`src/rtl/seq_scheduler.sv`:
```
// rtl/seq_scheduler.sv - two-requester round-robin pattern serializer (option: SEQ_SCHED_LSB_FIRST_EN)
module seq_scheduler #(
    parameter int DATA_WIDTH = 8
) (
    input  logic                  clk,
    input  logic                  clrn,
    input  logic                  req0,
    input  logic                  req1,
    input  logic [DATA_WIDTH-1:0] din0,
    input  logic [DATA_WIDTH-1:0] din1,
    output logic                  gnt0,
    output logic                  gnt1,
    output logic                  ds,
    output logic                  dval,
    output logic                  owner,
    output logic                  busy,
    output logic                  done,
    output logic [DATA_WIDTH-1:0] dout
);

    localparam int CNT_W = (DATA_WIDTH > 1) ? $clog2(DATA_WIDTH) : 1;
    localparam logic [CNT_W-1:0] CNT_LAST = CNT_W'(DATA_WIDTH - 1);

    typedef enum logic [1:0] {
        IDLE  = 2'd0,
        SHIFT = 2'd1,
        DONE  = 2'd2
    } state_t;

    state_t                state_q;
    logic [DATA_WIDTH-1:0] sr_q;
    logic [DATA_WIDTH-1:0] pat_q;
    logic [DATA_WIDTH-1:0] dout_q;
    logic [CNT_W-1:0]      cnt_q;
    logic                  ptr_q;
    logic                  gnt0_q;
    logic                  gnt1_q;
    logic                  ds_q;
    logic                  dval_q;
    logic                  owner_q;
    logic                  busy_q;
    logic                  done_q;

    logic                  sel_d;
    logic [DATA_WIDTH-1:0] din_d;
    logic [DATA_WIDTH-1:0] sr_d;

    function automatic logic head_bit(input logic [DATA_WIDTH-1:0] v);
`ifdef SEQ_SCHED_LSB_FIRST_EN
        return v[0];
`else
        return v[DATA_WIDTH-1];
`endif
    endfunction

    function automatic logic [DATA_WIDTH-1:0] shift_once(input logic [DATA_WIDTH-1:0] v);
`ifdef SEQ_SCHED_LSB_FIRST_EN
        return v >> 1;
`else
        return v << 1;
`endif
    endfunction

    // On a tie the requester that was not served last wins; a lone request always wins.
    always_comb begin
        sel_d = req1;
        if (req0 && req1) begin
            sel_d = ~ptr_q;
        end
        din_d = sel_d ? din1 : din0;
        sr_d  = shift_once(sr_q);
    end

    always_ff @(posedge clk or negedge clrn) begin
        if (!clrn) begin
            state_q <= IDLE;
            sr_q    <= '0;
            pat_q   <= '0;
            dout_q  <= '0;
            cnt_q   <= '0;
            ptr_q   <= 1'b1;
            gnt0_q  <= 1'b0;
            gnt1_q  <= 1'b0;
            ds_q    <= 1'b0;
            dval_q  <= 1'b0;
            owner_q <= 1'b0;
            busy_q  <= 1'b0;
            done_q  <= 1'b0;
        end else begin
            gnt0_q <= 1'b0;
            gnt1_q <= 1'b0;
            done_q <= 1'b0;
            case (state_q)
                IDLE: begin
                    if (req0 || req1) begin
                        state_q <= SHIFT;
                        sr_q    <= din_d;
                        pat_q   <= din_d;
                        cnt_q   <= CNT_LAST;
                        ptr_q   <= sel_d;
                        owner_q <= sel_d;
                        gnt0_q  <= ~sel_d;
                        gnt1_q  <= sel_d;
                        ds_q    <= head_bit(din_d);
                        dval_q  <= 1'b1;
                        busy_q  <= 1'b1;
                    end
                end
                SHIFT: begin
                    sr_q <= sr_d;
                    if (cnt_q == '0) begin
                        state_q <= DONE;
                        ds_q    <= 1'b0;
                        dval_q  <= 1'b0;
                        done_q  <= 1'b1;
                        dout_q  <= pat_q;
                    end else begin
                        cnt_q <= cnt_q - 1'b1;
                        ds_q  <= head_bit(sr_d);
                    end
                end
                DONE: begin
                    state_q <= IDLE;
                    busy_q  <= 1'b0;
                end
                default: begin
                    state_q <= IDLE;
                    ds_q    <= 1'b0;
                    dval_q  <= 1'b0;
                    busy_q  <= 1'b0;
                end
            endcase
        end
    end

    assign gnt0  = gnt0_q;
    assign gnt1  = gnt1_q;
    assign ds    = ds_q;
    assign dval  = dval_q;
    assign owner = owner_q;
    assign busy  = busy_q;
    assign done  = done_q;
    assign dout  = dout_q;

endmodule

```
`config.mk`:
```
export PLATFORM = sky130hd
export DESIGN_NAME = seq_scheduler
export DESIGN_NICKNAME = d
export VERILOG_FILES = /design/src/rtl/seq_scheduler.sv
export SDC_FILE = /design/constraint.sdc
export NUM_CORES = 1
export LEC_CHECK = 0
export ABC_AREA = 1
export BUFFER_PORTS_ARGS = -buffer_cell sky130_fd_sc_hd__buf_2
export CORE_ASPECT_RATIO = 0.75
export CORE_MARGIN = 1
export CORE_UTILIZATION = 47
export DETAILED_ROUTE_END_ITERATION = 8
export PLACE_DENSITY_LB_ADDON = 0.1
export RECOVER_POWER = 100
export SYNTH_ARGS = -nofsm -noshare
export SYNTH_HDL_FRONTEND = slang
export SYNTH_SLANG_ARGS = --single-unit
export TNS_END_PERCENT = 100
```
`constraint.sdc`:
```
create_clock -name clk -period 1.2 [get_ports clk]
set_input_delay 0.12 -clock clk [delete_from_list [all_inputs] [get_ports clk]]
set_output_delay 0.12 -clock clk [all_outputs]
set_load 0.1 [all_outputs]
```
==> flow_metrics.env <==
export IMPL_run_status="finished, violations left"
export IMPL_failed_checks="negative setup slack"
export IMPL_grt_pass1_wl_mm=5.733
export IMPL_yosys_warnings=0
export IMPL_crit_start="cnt_q[1]$_DFFE_PN0P_"
export IMPL_fp_dieW_um=68.82
export IMPL_core_area_um2=3063
export IMPL_synth_distinct_cells=22
export IMPL_synth_top_family_by_area="simple AND/OR/NAND/NOR gates"
export IMPL_antenna_found_initial=0
export IMPL_seq_power_share=0.285
export IMPL_synth_area_um2=1574
export IMPL_synth_seq_cells=36
export IMPL_h_tree_depth=2
export IMPL_cts_tree="done"
export IMPL_setup_slack_ps=-58.86
export IMPL_drive_above_1_share=0.4081
export IMPL_cts_buffer_depth=2
export IMPL_multi_input_area_um2=619.3
export IMPL_routed_wl_mm=3.713
export IMPL_nFillCells=242
export IMPL_final_hold_viol_count=0
export IMPL_cts_sink_count=36
export IMPL_start_util=0.5139
export IMPL_pre_cts_slack_ps=-104.2
export IMPL_antenna_left=0
export IMPL_layout_commonest_cell="nand2_1"
export IMPL_synthXorXnorAreaFrac=0
export IMPL_finalSetupViolCount=13
export IMPL_ir_worst_vdd_mv=2.038
export IMPL_dr_total_vias=1304
export IMPL_cts_buffers=5
export IMPL_drt_initial_drc_count=47
export IMPL_fp_dieH_um=52.12
export IMPL_wl_per_cell_um=14.23
export IMPL_synth_adder_area_share=0.01590
export IMPL_gp_congestion=0.7458
export IMPL_critPathMaxFanout=4
export IMPL_yosys_area_share_simple=0.2393
export IMPL_grt_overflow_total=0
export IMPL_first_pass_iters=4
export IMPL_hold_class="in -> reg"
export IMPL_path_class="reg -> reg"
export IMPL_worst_slew_pin_slew_ps=827.8
export IMPL_ff2ff_path_depth=8
export IMPL_layout_nets=244
export IMPL_synth_compound_area_frac=0.08506
export IMPL_synthCells=168
export IMPL_maxSlewViolCount=0
export IMPL_critical_path_arrival_ps=1430
export IMPL_drc=0
export IMPL_insertedDiodeCount=0
export IMPL_power_w=0.007109
export IMPL_regToRegEndpoint="cnt_q[2]$_DFFE_PN0P_"
export IMPL_max_freq_mhz=794.4
export IMPL_end_kind="flip-flop"
export IMPL_port_buffers=34
export IMPL_p_per_area_nw_per_um2=3290
export IMPL_synthToLayoutAreaGrowth_pct=37.28
export IMPL_final_cell_mix="nand2_1, dfrtp_1, buf_2, inv_1, buf_4"
export IMPL_setup_worst_path_end="cnt_q[2]$_DFFE_PN0P_"
export IMPL_comb_power_share=0.553
export IMPL_fin_crit_ps=1259
export IMPL_avgSynthCellArea_um2=9.369
export IMPL_dp_hpwl_mm=2.569
export IMPL_grt_total_usage=0.2326
export IMPL_reg2reg_setup_slack_ps=-60
export IMPL_viasPerCell=4.996
export IMPL_synth_fp_nets=190
export IMPL_cts_root_buffer="clkbuf_8"
export IMPL_holdWs_ps=132.7
export IMPL_rsz0062_at_grt="true"
export IMPL_fin_crit_sh=1.049
export IMPL_ys_seq_area_frac=0.5731
export IMPL_register_area_um2=904.6
export IMPL_switchingPower_w=0.003474
export IMPL_fin_worst_skew_ps=7.513
export IMPL_clkTransAtPathRegs_ps=70
export IMPL_power_switching_share=0.4887
export IMPL_clock_latency_ps=280
export IMPL_cellLeakagePower_nw=1.149
export IMPL_io_pins=35
export IMPL_die_area_um2=3587
export IMPL_slew_headroom=0.4481
export IMPL_clockPowerShare=0.163
export IMPL_grt_max_degree=23
export IMPL_required_ps=1370
export IMPL_cap_viol_max_count=0
export IMPL_p_int_w=0.003635
export IMPL_grt_pass1_vias=1293
export IMPL_reg2reg_from="cnt_q[1]$_DFFE_PN0P_"
export IMPL_cp_start_kind="flip-flop"
export IMPL_muxShareOfSynthArea=0
export IMPL_rows=17
## registers in the layout (all words and copies together) (netlist names)
signal   cells
ptr_q        1
owner        1
dout         8
state_q      2
gnt0         1
busy         1
done         1
ds           1
dval         1
pat_q        8
sr_q         7
gnt1         1
cnt_q        3
## stage by stage
| stage | instances | utilization | TNS (ps) | cell area (µm²) |
|---|---|---|---|---|
| after floorplan | 168 | - | -34.43 | 1588 |
| after global placement | 248 | 0.6777 | -221.5 | 2076 |
| after detailed placement | 248 | 0.6777 | -1292 | 2076 |
| after CTS | 260 | 0.7471 | -140.5 | 2288 |
| after global routing | 261 | 0.7055 | -2030 | 2161 |
| final | 261 | 0.7055 | -356.3 | 2161 |
## worst min-delay path by stage
stage | end | startpoint | slack (ps) | depth (start not counted)
6_report | sr_q[0]$_DFFE_PN0P_ | din1[0] | 130 | 3
5_1_grt | sr_q[0]$_DFFE_PN0P_ | din1[0] | 130 | 3
4_1_cts | sr_q[0]$_DFFE_PN0P_ | din1[0] | 120 | 3
3_5_place_dp | cnt_q[2]$_DFFE_PN0P_ | clrn | 50 | 1
3_3_place_gp | cnt_q[2]$_DFFE_PN0P_ | clrn | 50 | 1
2_1_floorplan | busy$_DFFE_PN0P_ | clrn | -180 | 0
## power by group through the flow
stage | Clock [W] | Combinational, W | Sequential, W
2_1_floorplan | 0 | 0.00131 | 0.00339
3_3_place_gp | 0 | 0.00393 | 0.00210
3_5_place_dp | 0 | 0.00405 | 0.00212
4_1_cts | 0.00118 | 0.00433 | 0.00211
5_1_grt | 0.00123 | 0.00417 | 0.00208
6_report | 0.00116 | 0.00393 | 0.00202
## per-layer routing
layer	global-route usage	part of all wire	vias up
met5	0	0	-
met1	0.2898	0.45	623
met3	0.07456	0.048	8
met2	0.3709	0.49	43
met4	0.09864	0.017	0
li1	-	-	630
## Yosys cell counts
| library cell | n | share of area |
|---|---|---|
| a22oi_1 | 1 | 0.0048 |
| nor2_8 | 2 | 0.025 |
| nor3_1 | 1 | 0.0032 |
| nand3_1 | 8 | 0.025 |
| nand2_1 | 56 | 0.13 |
| o21ai_0 | 15 | 0.048 |
| dfstp_2 | 1 | 0.017 |
| a21oi_1 | 2 | 0.0064 |
| nor2_1 | 2 | 0.0048 |
| inv_2 | 3 | 0.0072 |
| buf_6 | 2 | 0.014 |
| dfrtp_1 | 35 | 0.56 |
| inv_1 | 23 | 0.055 |
| ha_1 | 2 | 0.016 |
| nor2_4 | 3 | 0.021 |
| nand2_4 | 3 | 0.021 |
| buf_4 | 1 | 0.0048 |
| inv_6 | 1 | 0.0056 |
| o211ai_1 | 4 | 0.019 |
| o21ai_1 | 1 | 0.0032 |
| nor2_2 | 1 | 0.0040 |
| o22ai_1 | 1 | 0.0040 |
## worst max-delay path, stage by stage (launching register included)
cell     delay [ps]
dfrtp_1         380
inv_2            90
ha_4            140
ha_4            180
nor2_4           70
nor2_8          110
inv_2            50
nand2_1          50
o21ai_1          60
## cells by family after synthesis
group / after synthesis
and+or+nand+nor: 76
DFF: 36
buffers and inverters: 30
AOI/OAI and AO/OA: 24
adders and majority gates: 2
## repair_timing
action	4_1_cts	5_1_grt
cloned	0	0
pin swaps	9	9
hold buffers	1	0
endpoints found under the hold margin	13	0
setup buffers	3	1
endpoints found under the setup margin	26	27
resized for setup	21	14
## area by class of cell
class                           instances  area share
Clock buffer                            7     0.04459
Sequential cell                        36      0.4186
Multi-Input combinational cell        102      0.2866
Inverter                               27     0.05038
Tap cell                               38     0.02200
Clock inverter                          1     0.01390
Timing Repair Buffer                   50      0.1639
No activity file was read; power rests on OpenSTA's default activity.
